**src/rtl/pipe_mem_pkg.sv**
```systemverilog
// pipe_mem_pkg: shared types and constants for the M-stage memory access block.
//   - FSM state encoding (legacy localparams plus a typed enum built on them)
//   - default ack timeout, byte-offset width, wait counter width
//   - MEM/WB register payload struct
//   - misalignment helper
package pipe_mem_pkg;

    localparam int TIMEOUT_DEF = 255;
    localparam int OFFS_W      = 2;   // byte-offset bits of a word address
    localparam int CNT_W       = 8;   // wait counter width

    localparam logic [0:0] ST_IDLE = 1'b0;
    localparam logic [0:0] ST_BUSY = 1'b1;

    typedef enum logic [0:0] {
        MS_IDLE = ST_IDLE,
        MS_BUSY = ST_BUSY
    } mem_state_e;

    // Everything the WB stage receives from MEM in one cycle.
    typedef struct packed {
        logic        wreg;
        logic        m2reg;
        logic [31:0] mo;
        logic [31:0] alu;
        logic [4:0]  rn;
        logic        align_err;
        logic        bus_err;
    } wb_t;

    function automatic logic is_misaligned(input logic [31:0] addr);
        return addr[OFFS_W-1:0] != '0;
    endfunction

endpackage

```
**src/rtl/pipe_mw_reg.sv**
```systemverilog
// pipe_mw_reg: MEM/WB pipeline register.
//   clk   : clock, rising edge
//   clrn  : asynchronous active-high reset, clears the whole payload
//   load  : 1 = capture d, 0 = insert a bubble (all-zero payload)
//   d     : payload offered by the MEM stage
//   q     : registered payload seen by WB
module pipe_mw_reg
    import pipe_mem_pkg::*;
(
    input  logic clk,
    input  logic clrn,
    input  logic load,
    input  wb_t  d,
    output wb_t  q
);

    wb_t wb_d;
    wb_t wb_q;

    always_comb begin
        wb_d = load ? d : '0;
    end

    always_ff @(posedge clk or posedge clrn) begin
        if (clrn) begin
            wb_q <= '0;
        end else begin
            wb_q <= wb_d;
        end
    end

    assign q = wb_q;

endmodule

```
**src/rtl/pipe_mem_access.sv**
```systemverilog
// pipe_mem_access: M stage of the pipeline with a registered data-memory port.
//   clk, clrn                  : clock / asynchronous active-high reset
//   mwreg, mm2reg, mwmem       : M-stage control (regfile write, load, store)
//   malu, mb, mrn              : address/ALU result, store data, destination
//   mem_req/we/addr/wdata      : registered request, held for the whole access
//   mem_rdata, mem_ack         : response, ack is a one-cycle pulse
//   mstall                     : combinational hold for upstream registers
//   wwreg, wm2reg, wmo, walu,
//   wrn, walign_err, wbus_err  : MEM/WB register outputs
//   dbg_state                  : current FSM state
//
// Handshake: an access is requested by holding mem_req high with constant
// we/addr/wdata until the first cycle mem_ack is seen; that cycle completes
// the access and mem_req drops on the next edge. If no ack arrives within
// TIMEOUT+1 busy cycles the access is abandoned and flagged as a bus error.
module pipe_mem_access
    import pipe_mem_pkg::*;
#(
    parameter int TIMEOUT = TIMEOUT_DEF
) (
    input  logic        clk,
    input  logic        clrn,
    input  logic        mwreg,
    input  logic        mm2reg,
    input  logic        mwmem,
    input  logic [31:0] malu,
    input  logic [31:0] mb,
    input  logic [4:0]  mrn,
    output logic        mem_req,
    output logic        mem_we,
    output logic [31:0] mem_addr,
    output logic [31:0] mem_wdata,
    input  logic [31:0] mem_rdata,
    input  logic        mem_ack,
    output logic        mstall,
    output logic        wwreg,
    output logic        wm2reg,
    output logic [31:0] wmo,
    output logic [31:0] walu,
    output logic [4:0]  wrn,
    output logic        walign_err,
    output logic        wbus_err,
    output mem_state_e  dbg_state
);

    localparam logic [CNT_W-1:0] TO_CNT = CNT_W'(TIMEOUT);

    mem_state_e        state_d, state_q;
    logic [CNT_W-1:0]  cnt_d, cnt_q;
    logic              req_d, req_q;
    logic              we_d, we_q;
    logic [31:0]       addr_d, addr_q;
    logic [31:0]       wdata_d, wdata_q;

    logic access;
    logic misaligned;
    logic stall_c;
    logic wb_load;
    wb_t  wb_in;
    wb_t  wb_out;

    assign access     = mm2reg | mwmem;
    assign misaligned = access & is_misaligned(malu);

    always_comb begin
        state_d = state_q;
        cnt_d   = cnt_q;
        req_d   = req_q;
        we_d    = we_q;
        addr_d  = addr_q;
        wdata_d = wdata_q;
        stall_c = 1'b0;
        wb_load = 1'b0;

        // Load+store together is treated as a store, so never a WB load.
        wb_in.wreg      = mwreg;
        wb_in.m2reg     = mm2reg & ~mwmem;
        wb_in.mo        = '0;
        wb_in.alu       = malu;
        wb_in.rn        = mrn;
        wb_in.align_err = 1'b0;
        wb_in.bus_err   = 1'b0;

        case (state_q)
            MS_IDLE: begin
                // mem_ack is deliberately not looked at here.
                if (!access) begin
                    wb_load = 1'b1;
                end else if (misaligned) begin
                    wb_load         = 1'b1;
                    wb_in.wreg      = 1'b0;
                    wb_in.m2reg     = 1'b0;
                    wb_in.align_err = 1'b1;
                end else begin
                    stall_c = 1'b1;
                    req_d   = 1'b1;
                    we_d    = mwmem;
                    addr_d  = malu;
                    wdata_d = mb;
                    cnt_d   = '0;
                    state_d = MS_BUSY;
                end
            end
            MS_BUSY: begin
                // Ack wins over a timeout landing in the same cycle.
                if (mem_ack) begin
                    wb_load  = 1'b1;
                    wb_in.mo = mwmem ? '0 : mem_rdata;
                    req_d    = 1'b0;
                    we_d     = 1'b0;
                    addr_d   = '0;
                    wdata_d  = '0;
                    state_d  = MS_IDLE;
                end else if (cnt_q == TO_CNT) begin
                    wb_load       = 1'b1;
                    wb_in.wreg    = 1'b0;
                    wb_in.m2reg   = 1'b0;
                    wb_in.bus_err = 1'b1;
                    req_d         = 1'b0;
                    we_d          = 1'b0;
                    addr_d        = '0;
                    wdata_d       = '0;
                    state_d       = MS_IDLE;
                end else begin
                    stall_c = 1'b1;
                    cnt_d   = cnt_q + 1'b1;
                end
            end
            default: begin
                state_d = MS_IDLE;
            end
        endcase
    end

    always_ff @(posedge clk or posedge clrn) begin
        if (clrn) begin
            state_q <= MS_IDLE;
            cnt_q   <= '0;
            req_q   <= 1'b0;
            we_q    <= 1'b0;
            addr_q  <= '0;
            wdata_q <= '0;
        end else begin
            state_q <= state_d;
            cnt_q   <= cnt_d;
            req_q   <= req_d;
            we_q    <= we_d;
            addr_q  <= addr_d;
            wdata_q <= wdata_d;
        end
    end

    pipe_mw_reg u_mw_reg (
        .clk  (clk),
        .clrn (clrn),
        .load (wb_load),
        .d    (wb_in),
        .q    (wb_out)
    );

    // Reset must also release the upstream pipeline immediately.
    assign mstall     = stall_c & ~clrn;
    assign mem_req    = req_q;
    assign mem_we     = we_q;
    assign mem_addr   = addr_q;
    assign mem_wdata  = wdata_q;
    assign wwreg      = wb_out.wreg;
    assign wm2reg     = wb_out.m2reg;
    assign wmo        = wb_out.mo;
    assign walu       = wb_out.alu;
    assign wrn        = wb_out.rn;
    assign walign_err = wb_out.align_err;
    assign wbus_err   = wb_out.bus_err;
    assign dbg_state  = state_q;

endmodule

```
**config.mk**
```make
export PLATFORM = sky130hd
export DESIGN_NAME = pipe_mem_access
export DESIGN_NICKNAME = d
export VERILOG_FILES = /design/src/rtl/pipe_mem_pkg.sv /design/src/rtl/pipe_mw_reg.sv /design/src/rtl/pipe_mem_access.sv
export SDC_FILE = /design/constraint.sdc
export NUM_CORES = 1
export LEC_CHECK = 0
export ABC_CLOCK_PERIOD_IN_PS = 5200
export CAP_MARGIN = 15
export CORE_MARGIN = 2
export CORE_UTILIZATION = 41
export DETAILED_ROUTE_END_ITERATION = 7
export PLACE_DENSITY = 0.8
export REMOVE_ABC_BUFFERS = 1
export SLEW_MARGIN = 40
export SYNTH_ARGS = -nofsm -noshare
export SYNTH_HDL_FRONTEND = slang
export SYNTH_SLANG_ARGS = --single-unit
```
**constraint.sdc**
```tcl
create_clock -name clk -period 5.2 [get_ports clk]
set_input_delay 0.52 -clock clk [delete_from_list [all_inputs] [get_ports clk]]
set_output_delay 0.52 -clock clk [all_outputs]
set_load 0.05 [all_outputs]
```
[Yosys cells after proc, flatten, opt, wreduce, memory -nomap -nowiden]
Cells that the tools add are included.
W data, S select, Z words.
Operators by class
  $lt $le $gt $ge: 0
  div/mod/pow operators: 0
  equality and inequality tests: 6
  shifts and indexed selects: 0
  bitwise logic cells: 7
  $mul: 0
  reductions and logical operators: 3
  add/subtract/negate cells: 1
  multiplexer cells: 44
Operators with widths (number)
  $mux W32: 9
  $pmux W32 S2: 2
  $mux W73: 1
  $mux W8: 4
  $mux W1: 18
  $pmux W8 S2: 1
  $add A8 B1 Y8 const B: 1
  $eq A8 B8 Y1 const B: 1
  $mux W2: 4
  $ne A2 B2 Y1 const B: 4
  $pmux W1 S2: 4
  $pmux W2 S2: 1
  $reduce_and A4 Y1: 1
  $and A1 B1 Y1: 3
  $ne A3 B2 Y1 const B: 1
  $not A1 Y1: 3
  $reduce_and A3 Y1: 1
  $reduce_bool A2 Y1: 1
  $or A1 B1 Y1: 1
Storage, ports and cells
  bits in latches: 0
  output and inout port bits: 141
  word-level logic and storage cells: 74
  input port bits: 107
  bits in registers: 148
  memories kept: 0
  RAM bits: 0
  bits in read-only memories: 0

[Longest topological paths before layout]
  word-level depth: 6
  depth in mapped cells: 7
  depth with buffers taken out: 6

[By module]
A second synthesis with hierarchy kept.
Second synthesis, totals
  cells, all modules: 397
  area total of the unflattened synthesis: 5547.8 um2
Modules (own cells, without submodules)
  pipe_mem_access: area each 3134.3 um2, sequential area each 1876.8 um2, cells each 243, instances 1
  pipe_mw_reg: area each 2413.6 um2, sequential area each 1826.8 um2, cells each 154, instances 1

[Least setup slack after synthesis]
No wires, ideal clock.
  path kind: register -> output
  start: register state_q, in the netlist dbg_state
  end: output mstall
  required time: 4.680 ns
  arrival time: 2.114 ns
  path buffers: 0
  stages on the path, launching flop included: 4
  path slack: 2.566 ns
  cell sequence: dfrtp_1 -> or4_4 -> and2_1 -> nor2_1
Between the ends
  word-level cells in the longest chain between the ends: 3
Ends and longest elaborated chain
  start, declared: line pipe_mem_access.sv:48  | mem_state_e state_d, state_q;
  start signal, assigned: line pipe_mem_access.sv:144  | state_q <= state_d;
  $not A1 Y1: line pipe_mem_access.sv:84  | case (state_q)
  $pmux W1 S2 (*): line pipe_mem_access.sv:84
  $and A1 B1 Y1 (*): line pipe_mem_access.sv:162  | assign mstall = stall_c & ~clrn;
  end, declared: line pipe_mem_access.sv:35  | output logic mstall,
Every way passes the cells marked *; elsewhere a longest branch is shown, timed or not.

[Worst setup path after layout]
  start: input malu[1]
  end: output mstall
Between the ends
  word-level cells in the longest chain between the ends: 6
Ends and longest elaborated chain
  start, declared: line pipe_mem_access.sv:26  | input logic [31:0] malu,
  $reduce_bool A2 Y1: line pipe_mem_pkg.sv:32  | return addr[OFFS_W-1:0] != '0;
  $and A1 B1 Y1: line pipe_mem_access.sv:63  | assign misaligned = access & is_misaligned(malu);
  $mux W1: line pipe_mem_access.sv:89  | end else if (misaligned) begin
  $mux W1: line pipe_mem_access.sv:87  | if (!access) begin
  $pmux W1 S2: line pipe_mem_access.sv:84
  $and A1 B1 Y1: line pipe_mem_access.sv:162
Every way passes these cells.

==> results.txt <==
Status: complete, no violations
VDD IR max: 0.2521 mV
Setup crit start kind: primary input
Synth-to-layout area growth: 61.74%
Antenna diodes: 0
# clock sinks: 148
Pins Over Slew Limit: 0
Std-Cell Rows: 41
TritonCTS clock tree: yes
DP Wirelength: 9.738 mm
Delay-heaviest family, CP: buffers and inverters
Power consumption: 3.561 mW
Synthesized instance count: 359
Multi-input logic area: 1336 um^2
Sequential Area: 3704 um^2
Rel. slew slack: 0.4696
R2r endpoint: mem_addr[26]
Post-Route WL: 14.11 mm
Fmax: 284.2 MHz
Share of cells above drive strength 1: 0.06796
Initial antenna violation count: 0
Num CTS Buffers: 17
Leak Pwr: 3.825 nW
Final WS setup: 1.681 ns
Max-cap viol count: 0
R2r setup slk: 2.96 ns
CP Cell Sequence: clkdlybuf4s50_1 > or4_4 > and2_1 > nor2_1 > clkdlybuf4s50_1
RePlAce Congestion: 0.8027
Worst-skew pair later-pin latency: 0.41 ns
Initial Util: 0.4177
Path depth of the worst reg2reg path: 3
Synth area leader: dfrtp_1
TritonRoute pass-1 iters: 4
HP Class: flip-flop to flip-flop
Distinct cell type count after synthesis: 33
Number of global-route vias before repair: 4084
Post-synthesis sequential area ratio: 0.7083
DRC: 0
Ranking of synthesized cells by area: dfrtp_1 71%, a22o_1 10%, and2_1 4.5%
Worst-Margin Slew: 0.7897 ns
Minimum hold slack: 0.4830 ns
H-tree levels: 4
Worst stage delay on the critical path: 0.81 ns
Antenna viol nets, final: 0
Fin Setup TNS: 0 ns
RSZ-0062 raised after global routing: no
Vias: 3941
Post-Syn Area: 5229 um^2
Clock transition at the registers of the reported paths: 0.06 ns
Vias per cell: 4.989
I/O pin count: 248
Syn Area/Cell: 14.56 um^2
Setup Fix Bufs, Post-CTS: 0
Largest net degree at the start of global routing: 107
Hold Path Sink: mem_addr[1]
Fill count: 943
RR Startpoint: dbg_state
Pwr/cell area: 421.1 nW/um^2
Final min period: 3.519 ns
# resized after CTS: 0
Die Wd: 116.9 um
CP required: 4.68 ns
Critical path data arrival time: 3.00 ns
GRT Residual Overflow: 0
CTS Hold Bufs: 0
Dpl ws: 1.679 ns
Crit path capture type: output pin
Hold path depth: 1
Clock Path Buffers: 2
Top cell type's share of synthesized area: 0.7083
Yosys reg bits: 148
CP Max Fanout: 41
Hold_sp: mem_addr[1]
Wire per inst: 17.86 um
CP Class: primary input to output pin
Total track usage: 0.2089
Slowest cell on crit path: clkdlybuf4s50_1
Crit share post-route: 0.6767
First-pass GRT wire length: 21.24 mm
Die Ht: 116.9 um
YS warnings: 0
Fin. Hold Viols: 0
Most frequent CP cell: clkdlybuf4s50_1
Core area: 12520 um^2
Final nets: 713
# setup viols final: 0
DIE AREA: 13670 um^2
Clk_skew: 0.009010 ns
Buf/Inv on CP: 2
Drt initial violations: 388
CTS Root Cell: clkbuf_16
Number of port buffers: 247
-- metrics by stage --
step / cell area, um^2 / utilization / cells
final: 8457 / 0.6756 / 790
after global routing: 8457 / 0.6756 / 790
after CTS: 8442 / 0.6744 / 789
after detailed placement: 7784 / 0.6219 / 757
after global placement: 7781 / 0.6217 / 757
after floorplan: 5051 / - / 334
-- cell usage after synthesis --
cell and number:
o211ai_1 1, clkbuf_1 10, ha_1 1, o311ai_1 2
inv_1 4, a22o_1 62, dfrtp_1 148, a21oi_1 2
inv_2 1, nor2_1 6, or2_1 1, nor4b_4 1
nor3_1 4, nand3_1 4, buf_2 4, o21ai_2 1
mux2i_1 2, o2bb2ai_1 2, buf_4 1, o21ai_1 1
nand4_1 1, buf_6 10, and3_1 35, and2_1 38
a21boi_0 1, nand2b_1 1, nor4_4 1, nand2_1 7
o31ai_1 3, o21bai_4 1, or4_4 1, a21o_1 1
a32o_1 1
-- routing by layer --
metal / vias to the layer above / global-route usage / wire, um
met5: - / 0 / 0
met2: 179 / 0.3657 / 7379
met1: 1971 / 0.2389 / 5456
met4: 0 / 0.08235 / 238
met3: 20 / 0.06643 / 1031
li1: 1771 / - / -
-- registers in the layout, summed over array words and instances, names as in the netlist --
name / flops
cnt_q: 8
dbg_state: 1
mem_addr: 32
mem_req: 1
mem_wdata: 32
mem_we: 1
u_mw_reg.q: 73
-- cell type report --
| cell class | instances | share of cell area |
|---|---|---|
| Clock inverter | 11 | 0.02338 |
| Multi-Input combinational cell | 181 | 0.1580 |
| Clock buffer | 21 | 0.05445 |
| Tap cell | 172 | 0.02545 |
| Timing Repair Buffer | 252 | 0.2977 |
| Inverter | 5 | 0.003107 |
| Sequential cell | 148 | 0.4379 |
-- worst reg2reg max path, stage by stage, from the launching register on --
cell and delay (ns):
dfrtp_1 0.51, nor4_4 0.78, buf_4 0.63, a22o_1 0.26
-- worst max-delay path by stage --
stage	start	endpoint	slack [ns]	cells past startpoint
after detailed placement	malu[1]	mstall	1.68	5
after global placement	malu[1]	mstall	1.69	5
after global routing	malu[1]	mstall	1.56	5
after CTS	cnt_q[0]	mstall	1.59	6
final	malu[1]	mstall	1.68	5
after floorplan	clrn	cnt_q[0]	0.70	1
-- cells by family after synthesis --
family          share of synthesized area
compound gates                     0.1292
fa+ha+maj                        0.002393
mux                              0.003829
simple gates                       0.1187
buf+inv                           0.03757
flops                              0.7083
-- cells in the final DEF, fill, tap and decap left out, types with 2 or more instances in the layout --
master / netlist / routed
o311ai_1: 2 / 2
bufinv_16: 0 / 5
clkbuf_16: 0 / 17
o31ai_1: 3 / 3
nor3_1: 4 / 4
clkbuf_8: 0 / 2
inv_6: 0 / 2
a21oi_1: 2 / 2
a22o_1: 62 / 62
dfrtp_1: 148 / 148
inv_1: 4 / 3
buf_4: 1 / 4
nand2_1: 7 / 7
nor2_1: 6 / 6
and2_1: 38 / 38
clkinv_4: 0 / 2
nand3_1: 4 / 4
mux2i_1: 2 / 2
clkbuf_1: 10 / 2
o2bb2ai_1: 2 / 2
clkdlybuf4s50_1: 0 / 247
and3_1: 35 / 35
-- power by group --
group / internal (mW) / switching, mW
Clock: 0.882 / 0.463
Sequential: 1.27 / 0.0703
Combinational: 0.328 / 0.551
Total: 2.48 / 1.08
(Power assumes the default switching activity.)
